[config.mk]
export PLATFORM = sky130hd
export DESIGN_NAME = parity_serial_rx
export DESIGN_NICKNAME = d
export VERILOG_FILES = /design/src/rtl/parity_serial_rx_pkg.sv /design/src/rtl/parity_serial_rx_parity9.sv /design/src/rtl/parity_serial_rx.sv
export SDC_FILE = /design/constraint.sdc
export NUM_CORES = 1
export LEC_CHECK = 0
export ABC_AREA = 1
export ABC_CLOCK_PERIOD_IN_PS = 1500
export CAP_MARGIN = 20
export CORE_ASPECT_RATIO = 0.9
export CORE_MARGIN = 3
export CORE_UTILIZATION = 50
export DETAILED_ROUTE_END_ITERATION = 8
export PLACE_DENSITY = 0.81
export SYNTH_ARGS = -nofsm -noshare
export SYNTH_HDL_FRONTEND = slang
export SYNTH_SLANG_ARGS = --single-unit
[constraint.sdc]
create_clock -name clk -period 1.5 [get_ports clk]
set_input_delay 0.3 -clock clk [delete_from_list [all_inputs] [get_ports clk]]
set_output_delay 0.3 -clock clk [all_outputs]
set_load 0.1 [all_outputs]
[src/rtl/parity_serial_rx_pkg.sv]
`default_nettype none
// ============================================================================
// Module   : parity_serial_rx_pkg
// Purpose  : Shared constants for the parity serial receiver. It holds the
//            default frame geometry, the FSM state encodings and the helper
//            that decides whether a received frame has a parity error.
// Ports    : none (package)
// Revision : 1.0 - initial release
// ============================================================================
package parity_serial_rx_pkg;

    // Default frame geometry
    localparam int c_CLKS_PER_BIT_DEF = 16;
    localparam int c_DATA_BITS_DEF    = 8;

    // FSM state encodings
    localparam int c_STATE_W = 3;
    typedef logic [c_STATE_W-1:0] state_t;

    localparam state_t c_ST_IDLE      = 3'd0;
    localparam state_t c_ST_START     = 3'd1;
    localparam state_t c_ST_DATA      = 3'd2;
    localparam state_t c_ST_PARITY    = 3'd3;
    localparam state_t c_ST_STOP      = 3'd4;
    localparam state_t c_ST_WAIT_IDLE = 3'd5;

    // An error exists when the total number of ones (data plus parity bit)
    // does not have the parity selected by odd_sel.
    function automatic logic parity_error(input logic even_flag,
                                          input logic odd_flag,
                                          input logic odd_sel);
        return odd_sel ? even_flag : odd_flag;
    endfunction

endpackage : parity_serial_rx_pkg
`default_nettype wire

[src/rtl/parity_serial_rx_parity9.sv]
`default_nettype none
// ============================================================================
// Module   : parity9
// Purpose  : Combinational 9-bit parity generator used to check the data word
//            together with its received parity bit.
// Ports    : bits_in [8:0] - data bits (zero padded) plus the parity bit
//            even          - 1 when bits_in holds an even number of ones
//            odd           - 1 when bits_in holds an odd number of ones
// Revision : 1.0 - initial release
// ============================================================================
module parity9 (
    input  logic [8:0] bits_in,
    output logic       even,
    output logic       odd
);

    assign odd  = ^bits_in;
    assign even = ~odd;

endmodule : parity9
`default_nettype wire

[src/rtl/parity_serial_rx.sv]
`default_nettype none
// ============================================================================
// Module   : parity_serial_rx
// Purpose  : UART-style serial receiver with a parity check. A frame is
//            start(0), DATA_BITS data bits LSB first, one parity bit and a
//            stop(1) bit. Each bit is sampled at its centre.
// Ports    : clk        - clock, rising edge
//            rst_n      - asynchronous active-low reset
//            rx_in      - serial line, idle high
//            odd_sel    - 1 = odd parity, 0 = even parity (used at parity bit)
//            data_out   - last received word, held until the next frame
//            data_valid - one-clock pulse when data_out / error flags update
//            parity_err - data plus parity bit violate the selected parity
//            frame_err  - stop bit sampled 0
//            busy       - 1 in every state except IDLE
// Options  : define PARITY_RX_SYNC_EN to pass rx_in through a two-flop
//            synchronizer (reset to 1), adding two clocks of latency.
// Revision : 1.0 - initial release
// ============================================================================
module parity_serial_rx
    import parity_serial_rx_pkg::*;
#(
    parameter int CLKS_PER_BIT = c_CLKS_PER_BIT_DEF,
    parameter int DATA_BITS    = c_DATA_BITS_DEF
) (
    input  logic                 clk,
    input  logic                 rst_n,
    input  logic                 rx_in,
    input  logic                 odd_sel,
    output logic [DATA_BITS-1:0] data_out,
    output logic                 data_valid,
    output logic                 parity_err,
    output logic                 frame_err,
    output logic                 busy
);

    // Clock counter never needs to hold more than CLKS_PER_BIT-1.
    localparam int c_CNT_W = (CLKS_PER_BIT > 1) ? $clog2(CLKS_PER_BIT) : 1;
    localparam int c_BIT_W = 4;

    localparam logic [c_CNT_W-1:0] c_CNT_ONE   = c_CNT_W'(1);
    localparam logic [c_CNT_W-1:0] c_HALF_LAST = c_CNT_W'(CLKS_PER_BIT / 2 - 1);
    localparam logic [c_CNT_W-1:0] c_FULL_LAST = c_CNT_W'(CLKS_PER_BIT - 1);
    localparam logic [c_BIT_W-1:0] c_BIT_ONE   = c_BIT_W'(1);
    localparam logic [c_BIT_W-1:0] c_BITS_LAST = c_BIT_W'(DATA_BITS - 1);

    // ------------------------------------------------------------------
    // Line input conditioning
    // ------------------------------------------------------------------
    logic w_rx;

`ifdef PARITY_RX_SYNC_EN
    logic r_sync1;
    logic r_sync2;

    // Reset to the idle level so a reset never looks like a start bit.
    always_ff @(posedge clk or negedge rst_n) begin
        if (!rst_n) begin
            r_sync1 <= 1'b1;
            r_sync2 <= 1'b1;
        end else begin
            r_sync1 <= rx_in;
            r_sync2 <= r_sync1;
        end
    end

    assign w_rx = r_sync2;
`else
    assign w_rx = rx_in;
`endif

    // ------------------------------------------------------------------
    // Registers
    // ------------------------------------------------------------------
    state_t               r_state;
    logic [c_CNT_W-1:0]   r_cnt;
    logic [c_BIT_W-1:0]   r_bit;
    logic [DATA_BITS-1:0] r_shift;
    logic                 r_par_err_pend;
    logic [DATA_BITS-1:0] r_data_out;
    logic                 r_data_valid;
    logic                 r_parity_err;
    logic                 r_frame_err;

    // ------------------------------------------------------------------
    // Next-state signals
    // ------------------------------------------------------------------
    state_t               w_state_next;
    logic [c_CNT_W-1:0]   w_cnt_next;
    logic [c_BIT_W-1:0]   w_bit_next;
    logic                 w_shift_en;
    logic                 w_par_capture;
    logic                 w_frame_done;
    logic [DATA_BITS-1:0] w_shift_in;

    // New bits enter at the MSB so that after DATA_BITS shifts the first
    // (least significant) bit received sits at bit 0.
    generate
        if (DATA_BITS == 1) begin : g_shift_one
            assign w_shift_in = w_rx;
        end else begin : g_shift_multi
            assign w_shift_in = {w_rx, r_shift[DATA_BITS-1:1]};
        end
    endgenerate

    // ------------------------------------------------------------------
    // Parity check, evaluated at the parity-bit sample point. The shift
    // register already holds the full word at that moment.
    // ------------------------------------------------------------------
    logic [7:0] w_data8;
    logic       w_par_even;
    logic       w_par_odd;
    logic       w_par_err;

    assign w_data8 = 8'(r_shift);

    parity9 u_parity9 (
        .bits_in ({w_rx, w_data8}),
        .even    (w_par_even),
        .odd     (w_par_odd)
    );

    assign w_par_err = parity_error(w_par_even, w_par_odd, odd_sel);

    // ------------------------------------------------------------------
    // FSM: next state and control
    // ------------------------------------------------------------------
    always_comb begin
        w_state_next  = r_state;
        w_cnt_next    = r_cnt + c_CNT_ONE;
        w_bit_next    = r_bit;
        w_shift_en    = 1'b0;
        w_par_capture = 1'b0;
        w_frame_done  = 1'b0;

        case (r_state)
            c_ST_IDLE: begin
                w_cnt_next = '0;
                w_bit_next = '0;
                if (!w_rx) begin
                    w_state_next = c_ST_START;
                end
            end

            c_ST_START: begin
                // Mid-start-bit check rejects short glitches.
                if (r_cnt == c_HALF_LAST) begin
                    w_cnt_next   = '0;
                    w_state_next = w_rx ? c_ST_IDLE : c_ST_DATA;
                end
            end

            c_ST_DATA: begin
                if (r_cnt == c_FULL_LAST) begin
                    w_cnt_next = '0;
                    w_shift_en = 1'b1;
                    if (r_bit == c_BITS_LAST) begin
                        w_bit_next   = '0;
                        w_state_next = c_ST_PARITY;
                    end else begin
                        w_bit_next = r_bit + c_BIT_ONE;
                    end
                end
            end

            c_ST_PARITY: begin
                if (r_cnt == c_FULL_LAST) begin
                    w_cnt_next    = '0;
                    w_par_capture = 1'b1;
                    w_state_next  = c_ST_STOP;
                end
            end

            c_ST_STOP: begin
                if (r_cnt == c_FULL_LAST) begin
                    w_cnt_next   = '0;
                    w_frame_done = 1'b1;
                    w_state_next = w_rx ? c_ST_IDLE : c_ST_WAIT_IDLE;
                end
            end

            c_ST_WAIT_IDLE: begin
                // A low stop bit may be a break; wait for the line to go idle
                // before hunting for the next start bit.
                w_cnt_next = '0;
                if (w_rx) begin
                    w_state_next = c_ST_IDLE;
                end
            end

            default: begin
                w_cnt_next   = '0;
                w_bit_next   = '0;
                w_state_next = c_ST_IDLE;
            end
        endcase
    end

    // ------------------------------------------------------------------
    // FSM state and datapath registers
    // ------------------------------------------------------------------
    always_ff @(posedge clk or negedge rst_n) begin
        if (!rst_n) begin
            r_state        <= c_ST_IDLE;
            r_cnt          <= '0;
            r_bit          <= '0;
            r_shift        <= '0;
            r_par_err_pend <= 1'b0;
            r_data_out     <= '0;
            r_data_valid   <= 1'b0;
            r_parity_err   <= 1'b0;
            r_frame_err    <= 1'b0;
        end else begin
            r_state      <= w_state_next;
            r_cnt        <= w_cnt_next;
            r_bit        <= w_bit_next;
            r_data_valid <= w_frame_done;

            if (w_shift_en) begin
                r_shift <= w_shift_in;
            end

            if (w_par_capture) begin
                r_par_err_pend <= w_par_err;
            end

            // Both error flags are reported together and the word is
            // delivered regardless of either error.
            if (w_frame_done) begin
                r_data_out   <= r_shift;
                r_parity_err <= r_par_err_pend;
                r_frame_err  <= ~w_rx;
            end
        end
    end

    // ------------------------------------------------------------------
    // Outputs
    // ------------------------------------------------------------------
    assign data_out   = r_data_out;
    assign data_valid = r_data_valid;
    assign parity_err = r_parity_err;
    assign frame_err  = r_frame_err;
    assign busy       = (r_state != c_ST_IDLE);

endmodule : parity_serial_rx
`default_nettype wire

==> impl_metrics.env, run 1 <==
export IMPL_status="finished clean"
export IMPL_synth_fa_ha_area_frac=0.0154
export IMPL_r2r_slack_ps=60
export IMPL_yosys_cell_types_count=32
export IMPL_synthXorXnorAreaFrac=0.0215
export IMPL_drtAntennaViolNets=0
export IMPL_reg2reg_to="r_state[1]"
export IMPL_wire_per_inst_um=11.6
export IMPL_cts_sinks=31
export IMPL_viasPerCell=4.99
export IMPL_insertion_delay_ps=320
export IMPL_synth_edf_count=0
export IMPL_crit_end="busy"
export IMPL_timing_final_hold_violations=0
export IMPL_dr_pass1_iters=4
export IMPL_drtIter0Drc=90
export IMPL_grt_total_usage=0.170
export IMPL_chipWidth_um=66.1
export IMPL_period_share=0.972
export IMPL_cap_viol_max_count=0
export IMPL_die_y_um=60.1
export IMPL_vdd_drop_max_uv=821
export IMPL_postCtsHoldBufs=0
export IMPL_cp_max_fo=4
export IMPL_setup_viol=0
export IMPL_synthesis_nets=200
export IMPL_clk_pin_slew_ps=90
export IMPL_ff2ff_path_depth=9
export IMPL_final_nets=237
export IMPL_crit_start="r_state[2]"
export IMPL_max_stage_delay_ps=450
export IMPL_vias=1363
export IMPL_die_area_um2=3980
export IMPL_io_buffers=15
export IMPL_required_ps=1200
export IMPL_utilization=0.711
export IMPL_synth_seq_cells=31
export IMPL_syn_inst=194
export IMPL_whs_ps=339
export IMPL_dp_hpwl_mm=2.30
export IMPL_yosysTopAreaCellShare=0.477
export IMPL_maxSlewViolCount=0
export IMPL_routabilityCongestion=0.793
export IMPL_synthArstFlopShare=1.00
export IMPL_synth_area_leaders="dfrtp_1 48%, nand2_1 13%, nor2_1 4.4%, nand3_1 4.3%, inv_1 4.2%"
export IMPL_yosys_warnings=0
export IMPL_dpl_cell_count=257
export IMPL_powerDensity_nw_per_um2=1200
export IMPL_crit_path_cell_trace="nor2_4 -> nand2_4 -> buf_12"
export IMPL_synth_compound_area_frac=0.109
export IMPL_grt_pass1_vias=1195
export IMPL_cts_htree_levels=2
export IMPL_worstReg2RegStart="r_cnt[0]"
export IMPL_synthSimpleGateAreaFrac=0.306
export IMPL_syn_to_final_growth_pct=35.0
export IMPL_crit_arrival_ps=1160
export IMPL_synth_mux_area_frac=0.00692
export IMPL_path_class="flop to output port"
export IMPL_ys_seq_area_frac=0.477
export IMPL_slowest_stage="dfrtp_2"
export IMPL_synth_top_family_by_area="simple AND/OR/NAND/NOR gates"
export IMPL_grt_max_degree=32
export IMPL_syn_avg_cell_area_um2=8.39
export IMPL_antenna_found_initial=0
export IMPL_drive_gt1_frac=0.281
export IMPL_core_rowCount=19
export IMPL_layout_common_cells="52 x nand2_1, 29 x dfrtp_1, 18 x nor2_1, 18 x inv_1"
export IMPL_finalPower_mw=2.63
export IMPL_grt_pass1_wl_mm=5.13
export IMPL_end_kind="output port"
export IMPL_clock_skew_ps=6.09
export IMPL_grt_overflow=0
export IMPL_wirelength_mm=3.17
export IMPL_syn_area_um2=1630
export IMPL_worstMarginPinSlew_ps=273
export IMPL_cts_tree="yes"
export IMPL_start_util=0.527
export IMPL_drc=0
export IMPL_fin_cells=273
export IMPL_antenna_cells=0
export IMPL_rsz0062_at_grt="yes"
export IMPL_hold_class="primary input to asynchronous set/reset pin"
export IMPL_root_buffer="clkbuf_4"
export IMPL_p_leak_nw=1.07
export IMPL_ios=16
export IMPL_clk_path_buf_depth=2
export IMPL_synthFlopType="dfrtp_1"
export IMPL_core_um2=3090
export IMPL_fmaxAchievable_mhz=686
export IMPL_cts_buffers=5
export IMPL_min_period_ps=1460
export IMPL_max_slew_margin=0.818
export IMPL_yosysTopAreaCell="dfrtp_1"
export IMPL_startpoint_type="flop"
export IMPL_final_common_cell="nand2_1"
[timing repair]
action / in CTS / in global routing
resized for setup: 2 / 12
setup buffers: 1 / 7
setup endpoints to repair: 5 / 23
gates cloned: 0 / 1
pin swaps: 3 / 8
[where the power goes]
part	switching, mW	leakage (nW)	internal (mW)
logic	0.695	0.624	0.462
registers	0.0856	0.409	0.917
clock network	0.258	0.0341	0.217
[Yosys cell counts, drive strengths merged (2+ instances only)]
master / instances
xor2: 3
nor2: 25
nand3: 15
a21oi: 9
buf: 2
inv: 21
dfrtp: 31
nand2: 60
nor3: 2
o21ai: 17
ha: 2
[worst min path at each step]
stage / from / endpoint / depth (start not counted)
after floorplan: rst_n / data_out[0] / 0
after global placement: r_par_err_pend / parity_err / 1
after detailed placement: r_par_err_pend / parity_err / 1
after CTS: rst_n / data_out[7] / 2
after global routing: rst_n / r_par_err_pend / 2
final: rst_n / r_shift[7] / 2
[metal layers]
layer  GRT usage  vias to the layer above  routed length (µm)
met1       0.244                      641                1540
met4      0.0522                        0                   0
met2       0.248                       27                1500
li1            -                      695                   -
met5           0                        -                   0
met3      0.0470                        0                 127
[through the flow]
stage                     setup slack (ps)  instance area, µm²  setup TNS, ps
after global placement               -72.5                2020           -200
final                                 42.7                2200              0
after CTS                            -25.8                2090          -25.8
after global routing                 -17.4                2200          -64.2
after floorplan                       28.5                1630              0
after detailed placement              -119                2020           -414
[kinds of logic after synthesis]
group	Yosys count
simple gates	103
buf+inv	24
flops	31
xor+xnor	4
compound gates	29
mux	1
fa+ha+maj	2
[registers in the layout, summed over array words and instances, names as in the netlist]
| register | cells |
|---|---|
| r_state | 3 |
| r_shift | 8 |
| parity_err | 1 |
| r_bit | 4 |
| data_out | 8 |
| r_cnt | 4 |
| r_par_err_pend | 1 |
| data_valid | 1 |
| frame_err | 1 |
[area by class of cell]
class,instances,area [µm²]
Multi-Input combinational cell,140,803
Tap cell,42,52.6
Inverter,22,87.6
Sequential cell,31,778
Clock buffer,6,51.3
Clock inverter,1,5.00
Fill cell,229,893
Timing Repair Buffer,31,419
[worst max-delay path: cells and delay by family, from the launching register on]
family	cells	cell delay, ps
buf+inv	1	160
flops	1	450
simple gates	2	220
Power figures use the tool's default switching activity.
==> run 2, diff against run 1 <==
--- a/config.mk
+++ b/config.mk
@@ -13,6 +13,7 @@
 export CORE_UTILIZATION = 50
 export DETAILED_ROUTE_END_ITERATION = 8
 export PLACE_DENSITY = 0.81
+export SLEW_MARGIN = 20
 export SYNTH_ARGS = -nofsm -noshare
 export SYNTH_HDL_FRONTEND = slang
 export SYNTH_SLANG_ARGS = --single-unit
==> results of run 2 <==
No change in the layout: final DEF, timing and power equal those of run 1.
==> run 3, diff against run 2 <==
--- a/config.mk
+++ b/config.mk
@@ -7,8 +7,7 @@
 export LEC_CHECK = 0
 export ABC_AREA = 1
 export ABC_CLOCK_PERIOD_IN_PS = 1500
-export CAP_MARGIN = 20
-export CORE_ASPECT_RATIO = 0.9
+export CORE_ASPECT_RATIO = 0.7
 export CORE_MARGIN = 3
 export CORE_UTILIZATION = 50
 export DETAILED_ROUTE_END_ITERATION = 8
==> impl_metrics.env, run 3 (same netlist as run 1, synthesis figures left out) <==
export IMPL_cap_viol_max_count=0
export IMPL_end_kind="flop"
export IMPL_slowest_stage="dfrtp_1"
export IMPL_syn_to_final_growth_pct=39.0
export IMPL_maxSlewViolCount=0
export IMPL_crit_arrival_ps=1720
export IMPL_core_um2=2940
export IMPL_wirelength_mm=3.81
export IMPL_crit_path_cell_trace="ha_2 -> nand2_2 -> inv_4 -> nand2_8 -> buf_6 -> a21oi_4 -> nand2_1 -> a22oi_1"
export IMPL_seq_area_um2=777
export IMPL_ios=16
export IMPL_cts_sinks=31
export IMPL_cp_max_fo=8
export IMPL_antenna_cells=0
export IMPL_p_int_mw=1.91
export IMPL_drc=0
export IMPL_grt_pass1_vias=1224
export IMPL_layout_common_cells="52 x nand2_1, 30 x dfrtp_1, 19 x buf_4"
export IMPL_path_class="flop to flop"
export IMPL_timing_final_hold_violations=0
export IMPL_io_buffers=15
export IMPL_failed_checks="negative setup slack"
export IMPL_die_area_um2=3990
export IMPL_max_slew_margin=0.722
export IMPL_period_share=1.02
export IMPL_start_util=0.553
export IMPL_fmaxAchievable_mhz=656
export IMPL_grt_max_degree=32
export IMPL_final_common_cell="nand2_1"
export IMPL_grt_pass1_wl_mm=5.90
export IMPL_insertion_delay_ps=290
export IMPL_die_y_um=53.7
export IMPL_max_stage_delay_ps=360
export IMPL_routabilityCongestion=0.812
export IMPL_utilization=0.769
export IMPL_p_sw_frac=0.370
export IMPL_p_leak_nw=1.11
export IMPL_setup_tns_ps=-24.5
export IMPL_clk_pin_slew_ps=70
export IMPL_viasPerCell=5.33
export IMPL_powerDensity_nw_per_um2=1340
export IMPL_hold_class="primary input to asynchronous set/reset pin"
export IMPL_core_rowCount=16
export IMPL_drtAntennaViolNets=0
export IMPL_cts_buffers=5
export IMPL_wire_per_inst_um=13.9
export IMPL_grt_total_usage=0.205
export IMPL_root_buffer="clkbuf_8"
export IMPL_comb_power_share=0.388
export IMPL_drive_gt1_frac=0.300
export IMPL_postCtsHoldBufs=0
export IMPL_startpoint_type="flop"
export IMPL_grt_overflow=0
export IMPL_whs_ps=367
export IMPL_cts_tree="yes"
export IMPL_vdd_drop_max_uv=1230
export IMPL_rsz0062_at_grt="yes"
export IMPL_min_period_ps=1520
export IMPL_dr_pass1_iters=4
export IMPL_setup_viol=1
export IMPL_setup_ws_ps=-24.5
export IMPL_drtIter0Drc=131
export IMPL_worstMarginPinSlew_ps=414
export IMPL_p_sw_mw=1.12
export IMPL_final_nets=242
export IMPL_cts_htree_levels=2
export IMPL_antenna_found_initial=0
export IMPL_pwr_share_seq=0.328
export IMPL_clk_path_buf_depth=2
export IMPL_status="complete, but fails checks"
export IMPL_vias=1455
export IMPL_chipWidth_um=74.2
export IMPL_clock_skew_ps=2.71
export IMPL_fillCellCount=203
export IMPL_dp_hpwl_mm=2.49
export IMPL_clkPwrFrac=0.284
export IMPL_multi_input_area_um2=791
export IMPL_required_ps=1700
run 3: cell count changes in the layout (fill, tap and decap cells not counted):
cell and delta:
buf_4 +6, clkbuf_4 -5, clkbuf_8 +5, buf_12 -1, bufinv_16 +1, dfrtp_1 +1
dfrtp_2 -1, ha_2 +1, ha_4 -1, nand2_2 +1, nor2_1 -1, nor2_2 +1
nor2_4 -1
run 3: critical path, delay by kind of cell (launching register included):
kind,cells,cell delay [ps]
adders and majority gates,1,190
DFF,1,360
buffers and inverters,2,230
AOI/OAI and AO/OA,2,400
and+or+nand+nor,3,240
run 3: power groups by stage:
| stage | Clock (mW) | Sequential [mW] | Combinational, mW |
|---|---|---|---|
| after floorplan | 0 | 0.994 | 0.729 |
| after global placement | 0 | 0.994 | 1.02 |
| after detailed placement | 0 | 0.996 | 1.05 |
| after CTS | 0.866 | 0.988 | 1.07 |
| after global routing | 0.908 | 1.00 | 1.28 |
| final | 0.862 | 0.995 | 1.18 |
run 3: final cells by class:
type / count / share of cell area
multi-input cells: 140 / 0.350
flip-flops and latches: 31 / 0.343
repair buffers: 36 / 0.196
inverters: 22 / 0.0387
clock buffers: 6 / 0.0365
well taps: 36 / 0.0199
clock inverters: 2 / 0.0155
run 3: path summary, 6_finish.rpt:
kind / from / to / slack (ps) / cells past startpoint
worst min-delay path: rst_n / data_valid / 370 / 2
max in group asynchronous: rst_n / r_state[2] / 950 / 2
min in group clk: r_par_err_pend / parity_err / 520 / 1
worst max-delay path: r_cnt[0] / r_bit[2] / -20 / 8
worst max register to register: r_cnt[0] / r_bit[2] / -20 / 8
worst min register to register: r_par_err_pend / parity_err / 520 / 1
run 3: per-layer routing:
| layer | vias to the layer above | wire, µm | global-route usage |
|---|---|---|---|
| met5 | - | 0 | 0 |
| met4 | 0 | 79 | 0.0904 |
| met3 | 11 | 230 | 0.0522 |
| met2 | 54 | 1640 | 0.288 |
| met1 | 685 | 1860 | 0.298 |
| li1 | 705 | - | - |
run 3: repair_timing:
action	CTS	global route
gates cloned	0	1
resized for setup	4	7
pin swaps	2	9
setup endpoints to repair	7	22
setup buffers	2	9
run 3: stage by stage:
step	power [mW]	std cells	setup WS (ps)	area [µm²]
2_1_floorplan	1.72	194	28.5	1630
3_3_place_gp	2.02	253	-60.8	2020
3_5_place_dp	2.04	253	-120	2020
4_1_cts	2.93	263	1.56	2170
5_1_grt	3.19	273	-122	2260
6_report	3.03	273	-24.5	2260
